`config.mk`:
```
export PLATFORM = sky130hd
export DESIGN_NAME = branch_sequencer
export DESIGN_NICKNAME = d
export VERILOG_FILES = /design/src/rtl/branch_sequencer.sv
export SDC_FILE = /design/constraint.sdc
export NUM_CORES = 1
export LEC_CHECK = 0
export BUFFER_PORTS_ARGS = -buffer_cell sky130_fd_sc_hd__buf_2
export CORE_ASPECT_RATIO = 1.1
export CORE_UTILIZATION = 54
export DETAILED_ROUTE_END_ITERATION = 8
export PLACE_DENSITY = 0.83
export RECOVER_POWER = 50
export SLEW_MARGIN = 10
export SYNTH_ARGS = -nofsm -noshare
export SYNTH_HDL_FRONTEND = slang
export SYNTH_SLANG_ARGS = --single-unit
```
`constraint.sdc`:
```
create_clock -name clock -period 3.63 [get_ports clock]
set_input_delay 1.089 -clock clock [delete_from_list [all_inputs] [get_ports clock]]
set_output_delay 1.089 -clock clock [all_outputs]
set_load 0.005 [all_outputs]
```
`src/rtl/branch_sequencer.sv`:
```
// Hardwired fetch + conditional-branch control sequencer for the Mini SRC datapath.
// One instruction per accepted start; every strobe is a register loaded with the next state.
module branch_sequencer #(
  parameter int         DATA_WIDTH = 32,
  parameter int         MEM_WAIT   = 1,
  parameter int         CNT_WIDTH  = 16,
  parameter logic [4:0] OP_BR      = 5'b10010,
  parameter logic [4:0] SEL_REG    = 5'b00001,
  parameter logic [4:0] SEL_ZLO    = 5'b10011,
  parameter logic [4:0] SEL_PC     = 5'b10100,
  parameter logic [4:0] SEL_MDR    = 5'b10101
) (
  input  logic                  clock,
  input  logic                  clear,
  input  logic                  start,
  input  logic [DATA_WIDTH-1:0] ir,
  input  logic                  con_ff,
  output logic                  incPC,
  output logic                  e_PC,
  output logic                  e_IR,
  output logic                  e_Y,
  output logic                  e_Z,
  output logic                  e_MAR,
  output logic                  e_MDR,
  output logic                  ram_read,
  output logic                  MDR_read,
  output logic                  Gra,
  output logic                  e_Rout,
  output logic                  e_RA,
  output logic                  e_CON_FF,
  output logic                  imm_sel,
  output logic [3:0]            ALU_op,
  output logic [4:0]            BusDataSelect,
  output logic                  busy,
  output logic                  done,
  output logic                  taken,
  output logic                  illegal,
  output logic [CNT_WIDTH-1:0]  taken_cnt,
  output logic [CNT_WIDTH-1:0]  nottaken_cnt
);

  typedef enum logic [3:0] {
    S_IDLE, S_F0, S_RD, S_MDR, S_IR, S_DEC, S_CON, S_PCY, S_ADD, S_WB, S_DONE
  } state_t;

  localparam logic [3:0] WAIT_INIT = 4'(MEM_WAIT - 1);
  localparam logic [3:0] ALU_ADD   = 4'b0011;

  state_t               r_state;
  logic [3:0]           r_wait;
  logic [13:0]          r_str;
  logic [3:0]           r_alu;
  logic [4:0]           r_sel;
  logic                 r_busy, r_done, r_taken, r_illegal;
  logic [CNT_WIDTH-1:0] r_tcnt, r_ncnt;

  logic [4:0] w_opcode;
  logic       w_unused_ir;
  assign w_opcode    = ir[DATA_WIDTH-1 -: 5];
  assign w_unused_ir = ^ir[DATA_WIDTH-6:0];

  function automatic logic [CNT_WIDTH-1:0] sat_inc(input logic [CNT_WIDTH-1:0] v);
    return (&v) ? v : v + {{(CNT_WIDTH-1){1'b0}}, 1'b1};
  endfunction

  // Strobe bit positions within r_str
  localparam int B_INCPC = 13, B_EPC = 12, B_EIR = 11, B_EY = 10, B_EZ = 9, B_EMAR = 8;
  localparam int B_EMDR = 7, B_RAMRD = 6, B_MDRRD = 5, B_GRA = 4, B_EROUT = 3, B_ERA = 2;
  localparam int B_ECON = 1, B_IMM = 0;

  always_ff @(posedge clock) begin
    if (clear) begin
      r_state   <= S_IDLE;
      r_wait    <= '0;
      r_str     <= '0;
      r_alu     <= '0;
      r_sel     <= '0;
      r_busy    <= 1'b0;
      r_done    <= 1'b0;
      r_taken   <= 1'b0;
      r_illegal <= 1'b0;
      r_tcnt    <= '0;
      r_ncnt    <= '0;
    end else begin
      r_str  <= '0;
      r_alu  <= '0;
      r_sel  <= '0;
      r_done <= 1'b0;
      r_busy <= 1'b1;
      case (r_state)
        S_IDLE: begin
          r_busy <= start;
          if (start) begin
            r_state        <= S_F0;
            r_sel          <= SEL_PC;
            r_str[B_EMAR]  <= 1'b1;
            r_str[B_INCPC] <= 1'b1;
          end
        end
        S_F0: begin
          r_state        <= S_RD;
          r_wait         <= WAIT_INIT;
          r_str[B_RAMRD] <= 1'b1;
        end
        S_RD: begin
          if (r_wait == 4'd0) begin
            r_state        <= S_MDR;
            r_str[B_MDRRD] <= 1'b1;
            r_str[B_EMDR]  <= 1'b1;
          end else begin
            r_wait         <= r_wait - 4'd1;
            r_str[B_RAMRD] <= 1'b1;
          end
        end
        S_MDR: begin
          r_state      <= S_IR;
          r_sel        <= SEL_MDR;
          r_str[B_EIR] <= 1'b1;
        end
        S_IR: r_state <= S_DEC;
        // Opcode is only meaningful once IR has been loaded, so the decision is taken leaving DEC
        S_DEC: begin
          if (w_opcode == OP_BR) begin
            r_state        <= S_CON;
            r_illegal      <= 1'b0;
            r_sel          <= SEL_REG;
            r_str[B_GRA]   <= 1'b1;
            r_str[B_EROUT] <= 1'b1;
            r_str[B_ERA]   <= 1'b1;
            r_str[B_ECON]  <= 1'b1;
          end else begin
            r_state   <= S_DONE;
            r_illegal <= 1'b1;
            r_taken   <= 1'b0;
            r_done    <= 1'b1;
          end
        end
        S_CON: begin
          r_state     <= S_PCY;
          r_sel       <= SEL_PC;
          r_str[B_EY] <= 1'b1;
        end
        S_PCY: begin
          r_state      <= S_ADD;
          r_alu        <= ALU_ADD;
          r_str[B_IMM] <= 1'b1;
          r_str[B_EZ]  <= 1'b1;
        end
        S_ADD: begin
          r_state      <= S_WB;
          r_sel        <= SEL_ZLO;
          r_str[B_EPC] <= con_ff;
        end
        S_WB: begin
          r_state <= S_DONE;
          r_taken <= con_ff;
          r_done  <= 1'b1;
        end
        S_DONE: begin
          r_state <= S_IDLE;
          r_busy  <= 1'b0;
          if (!r_illegal) begin
            if (r_taken) r_tcnt <= sat_inc(r_tcnt);
            else         r_ncnt <= sat_inc(r_ncnt);
          end
        end
        default: begin
          r_state <= S_IDLE;
          r_busy  <= 1'b0;
        end
      endcase
    end
  end

  assign {incPC, e_PC, e_IR, e_Y, e_Z, e_MAR, e_MDR, ram_read, MDR_read,
          Gra, e_Rout, e_RA, e_CON_FF, imm_sel} = r_str;
  assign ALU_op        = r_alu;
  assign BusDataSelect = r_sel;
  assign busy          = r_busy;
  assign done          = r_done;
  assign taken         = r_taken;
  assign illegal       = r_illegal;
  assign taken_cnt     = r_tcnt;
  assign nottaken_cnt  = r_ncnt;

endmodule

```
==> metrics.txt, run 1 <==
Place WS=1.26 ns; hold-fix buffers at CTS=0; H-tree depth=2; Root Driver=clkbuf_8; f_max=around 420 MHz; core area=5000 µm²; Setup TNS Final=0 ns; final wirelength=between 5000 and 6000 µm; Worst Skew=0.0102 ns; num ports=95; Hold Vio Cnt, Final=0; DRC=16; largest net degree at the start of global routing=39; share of layout cells above drive strength 1=0.222; vias per cell=between 6 and 7; Worst setup SP type=register; failing checks=design-rule violations; antenna cell count=0; M2 GR Usage=0.378; simple-gate share of the synthesized area=0.302; first-pass GRT wire length=around 9900 µm; Post-CTS Setup Repair Bufs=0; Tcrit/Tclk final=0.649; crit end category=register; post-cts resize count=0; max_slew headroom=0.446; Leakage=approximately 1.3 nW; GRT Total Usage=0.225; Synth Area in Compound Gates=0.175; VDD IR max=about 0.26 mV; Die W=slightly above 70 µm; share of flip-flops with an asynchronous set or reset=0; Post-DP HPWL=~4100 µm; # clock sinks=56; #FFs+latches synth=56; met3 Usage GRT=0.0442; die area=5460 µm²; synthesized netlist cell count=roughly 320; maximum clock path buffer count=2; Clock Latency Late Sink=0.32 ns; largest family of logic cells by synthesized area=simple AND/OR/NAND/NOR gates; # setup viols final=0; Post-synth EDFFs=0; layout net count=between 400 and 500; multiplexer share of the synthesized area=0.0390; Synth cell types=52; most used flip-flop cell after synthesis=dfxtp_1; CTS tree=built; routed vias=between 2000 and 3000; Area Overhead vs Synth=14.0%; DR iter-0 viols=~260; Overflow after GRT=0; Critical Path Fanout Max=17; Yosys warning count=0; busiest grt layer=met2; Final ANT Viol Nets=0; CP arrival=2.57 ns; Req. time, crit path=a little under 4 ns; Hold WS=roughly 0.49 ns; Port Buffers=64; Final WS setup=roughly 1.3 ns; Avg WL per Cell=around 14 µm; Worst Max-Slew Pin Slew=approximately 0.82 ns; worst hold path class=reg2reg; met1 Use GR=0.282; vias in the first global route=~2200; Overall Power=about 0.0012 W; reg2reg setup slack=about 1.3 ns; Slew Limit Fails=0; Seq/Total Area, Yosys=0.402; DR pass1 iterations=7; CTS Buf Count=5; Netlist Area Pre-Place=roughly 2800 µm²; Avg Cell Area, Syn=approximately 9 µm²; clock-pin slew on the worst setup and hold paths=approximately 0.1 ns; maxcap violations=0; die height=about 77 µm; gpl congestion=roughly 0.80; worst setup path category=reg2reg; Tmin final=roughly 2.4 ns; status=finished with violations; initial core utilization=0.558; FP Rows=27; initial antenna violation count=0; PD cells=a little under 400 nW/µm²; RSZ-0062 raised after global routing=no; Post-Synth Adder-Cell Area=0.0179; Synth Area in XOR/XNOR=0.00314
==> synthesized netlist by cell type (all sizes together), types with 6 or more instances <==
| master | instances | share of area |
|---|---|---|
| nand2b | 6 | 0.013 |
| nand4 | 13 | 0.037 |
| a211oi | 9 | 0.024 |
| clkbuf | 8 | 0.011 |
| nor4 | 9 | 0.022 |
| nand2 | 20 | 0.027 |
| o21ai | 7 | 0.013 |
| buf | 15 | 0.035 |
| nand3 | 11 | 0.020 |
| o31ai | 11 | 0.030 |
| nor3 | 12 | 0.023 |
| dfxtp | 56 | 0.40 |
| mux2 | 7 | 0.028 |
| nor2 | 20 | 0.027 |
| or3 | 7 | 0.016 |
| inv | 10 | 0.013 |
| or4 | 9 | 0.024 |
| nor2b | 8 | 0.018 |
| a21oi | 23 | 0.041 |
==> sequential cells by signal, indices dropped and copies added, names as in the netlist <==
signal and cells:
illegal 1, BusDataSelect 4, r_str 8, taken 1
nottaken_cnt 16, done 1, r_wait 4, r_state 4
taken_cnt 16, busy 1
==> cell families after synthesis <==
group	Yosys count
AND/OR/NAND/NOR	140
AO/OA/AOI/OAI	72
flip-flops	56
buffers and inverters	33
multiplexers	10
adder cells (fa/ha/maj)	4
other	1
XOR/XNOR	1
==> worst paths after layout <==
kind,cells after the start,from,to
setup reg to reg,4,r_state[3]$_SDFFE_PP0P_,taken_cnt[15]$_SDFFE_PP0P_
hold reg to reg,2,nottaken_cnt[1]$_SDFFE_PP0P_,nottaken_cnt[1]$_SDFFE_PP0P_
hold / removal,2,nottaken_cnt[1]$_SDFFE_PP0P_,nottaken_cnt[1]$_SDFFE_PP0P_
setup / recovery,4,r_state[3]$_SDFFE_PP0P_,taken_cnt[15]$_SDFFE_PP0P_
==> stage by stage <==
step,cells,util,instance area [µm²]
floorplan,319,-,2800
global placement,419,0.614,3070
detailed placement,419,0.614,3070
CTS,427,0.638,3190
global route,427,0.636,3180
finish,427,0.636,3180
==> routing by layer <==
layer | part of all wire | wire [µm] | up-vias
li1 | - | - | 1296
met1 | 0.45 | 2660 | 1218
met2 | 0.48 | 2830 | 79
met3 | 0.052 | 307 | 7
met4 | 0.015 | 91 | 0
met5 | 0 | 0 | -
==> cell usage in the layout (no fill, tap or decap), types with 3 or more instances in the layout <==
master / instances
dfxtp_1: 56
buf_2: 56
a21oi_1: 23
nor2_1: 20
nand2_1: 20
nand4_1: 11
nand3_1: 11
nor3_1: 11
o31ai_1: 11
inv_1: 10
a211oi_1: 9
or4_1: 9
nor2b_1: 8
nor4_1: 8
clkbuf_1: 8
mux2_2: 7
o21ai_0: 7
or3_1: 7
nand2b_1: 6
clkbuf_8: 6
and4_1: 5
o31a_1: 5
and3_1: 4
ha_1: 4
mux2i_1: 3
o311ai_0: 3
o41ai_1: 3
and2_1: 3
conb_1: 3
==> where the power goes <==
part           leakage (nW)  internal (W)  switching [W]
Clock                0.0614      0.000226       0.000205
Sequential            0.453      0.000636      0.0000287
Combinational         0.748     0.0000560      0.0000784
==> worst max-delay path: stages, from the launching register on <==
cell and delay [ns]:
dfxtp_1 0.66, nor3b_4 0.55, nand4_1 0.34, nor3_1 0.34
mux2_2 0.37
==> layout make-up <==
class | count | area (µm²)
well taps | 58 | 72.6
clock buffers | 6 | 82.6
multi-input cells | 230 | 1510
repair buffers | 65 | 318
inverters | 10 | 37.5
fillers | 448 | 1820
clock inverters | 2 | 38.8
flip-flops and latches | 56 | 1120
(Power assumes the default switching activity.)
==> run 2: changes to the inputs <==
- CORE_UTILIZATION: 54 -> 45
- PLACE_DENSITY: 0.83 -> 0.74
- clock period: 3.63 -> 1.96 ns (I/O delays scaled with it)
==> metrics.txt, run 2 (synthesized netlist as in run 1, its figures left out) <==
core area=5880 µm²; crit end category=register; # setup viols final=0; status=complete, no violations; Req. time, crit path=between 2 and 2.5 ns; first-pass GRT wire length=10600 µm; Final ANT Viol Nets=0; Worst setup SP type=register; H-tree depth=2; PD cells=~710 nW/µm²; Clock Latency Late Sink=0.31 ns; initial core utilization=0.475; Avg WL per Cell=about 13 µm; CTS tree=built; final wirelength=between 6000 and 7000 µm; CTS Buf Count=5; vias in the first global route=around 2500; die area=between 6000 and 7000 µm²; worst setup path category=reg2reg; Tmin final=~1.8 ns; RSZ-0062 raised after global routing=no; Overflow after GRT=0; worst hold path class=reg2reg; FP Rows=29; Tcrit/Tclk final=0.914; vias per cell=approximately 5.7; initial antenna violation count=0; maximum clock path buffer count=2; largest net degree at the start of global routing=17; gpl congestion=a little under 0.8; share of layout cells above drive strength 1=0.251; layout net count=approximately 430; routed vias=about 2700; Area Overhead vs Synth=21.0%; Hold WS=slightly below 0.5 ns; CP arrival=between 2 and 2.5 ns; DR pass1 iterations=4; # clock sinks=56; Die W=77.1 µm; die height=roughly 85 µm; DR iter-0 viols=74; clock-pin slew on the worst setup and hold paths=~0.10 ns; Port Buffers=64; f_max=around 560 MHz; VDD IR max=roughly 0.40 mV; commonest non-fill, non-tap cell in the layout=dfxtp_1; most frequent cells in the layout=56 x dfxtp_1, 53 x buf_2, 23 x a21oi_1; hold-fix buffers at CTS=0; GRT Total Usage=0.200; Post-DP HPWL=roughly 4700 µm; Slew Limit Fails=0; maxcap violations=0; Setup TNS Final=0 ns; DRC=0; antenna cell count=0; Worst Skew=approximately 0.0098 ns; num ports=95; Hold Vio Cnt, Final=0; Critical Path Fanout Max=10; Leakage=roughly 1.4 nW; Root Driver=clkbuf_8
## run 2: cell count changes in the layout (fill, tap and decap cells not counted), sizes merged
| cell | previous run | this run |
|---|---|---|
| bufinv | 1 | 2 |
| buf | 57 | 74 |
| clkbuf | 14 | 19 |
| clkinv | 1 | 0 |
## run 2: stage by stage
stage	utilization	instance area (µm²)	worst slack [ns]	std cells	total power [W]
after detailed placement	0.556	3270	0.145	461	0.00156
final	0.575	3380	0.169	468	0.00239
after floorplan	-	2800	0.207	319	0.00144
after global routing	0.575	3380	0.0152	468	0.00250
after CTS	0.578	3400	0.115	468	0.00242
after global placement	0.556	3270	0.149	461	0.00155
## run 2: power breakdown
part	internal [W]	switching (W)	leakage (nW)
clock	0.000503	0.000365	0.0642
combinational	0.000139	0.000173	0.858
sequential	0.00118	0.0000373	0.453
total	0.00182	0.000575	1.38
## run 2: critical path, stage by stage (launching register included)
cell	delay, ns
dfxtp_1	0.49
nor3b_2	0.23
buf_4	0.17
nand4_2	0.23
or4_1	0.46
a21oi_1	0.15
## run 2: layout make-up
cell class,count,area (µm²)
fill,577,2500
clock inverter,2,60.1
timing repair buffer,88,475
sequential,56,1120
multi-input combinational,230,1520
clock buffer,5,68.8
tap,77,96.3
inverter,10,37.5
## run 2: final timing paths
kind	start	to	slack, ns	cells after the start
worst max-delay path	r_state[1]$_SDFFE_PP0P_	nottaken_cnt[12]$_SDFFE_PP0P_	0.17	5
worst min-delay path	r_wait[3]$_SDFFE_PP0P_	r_wait[3]$_SDFFE_PP0P_	0.49	2
worst max register to register	r_state[1]$_SDFFE_PP0P_	nottaken_cnt[12]$_SDFFE_PP0P_	0.17	5
worst min register to register	r_wait[3]$_SDFFE_PP0P_	r_wait[3]$_SDFFE_PP0P_	0.49	2
## run 2: metal layers
metal | up-vias | track usage | share of wire
met5 | - | 0 | 0
met4 | 0 | 0.0789 | 0.015
met3 | 8 | 0.0435 | 0.058
met2 | 87 | 0.358 | 0.49
met1 | 1253 | 0.231 | 0.44
li1 | 1334 | - | -
## run 2: repair_timing
action | in CTS | in global routing
gates resized for setup | 0 | 1
buffers inserted | 0 | 0
endpoints found under the setup margin | 0 | 1
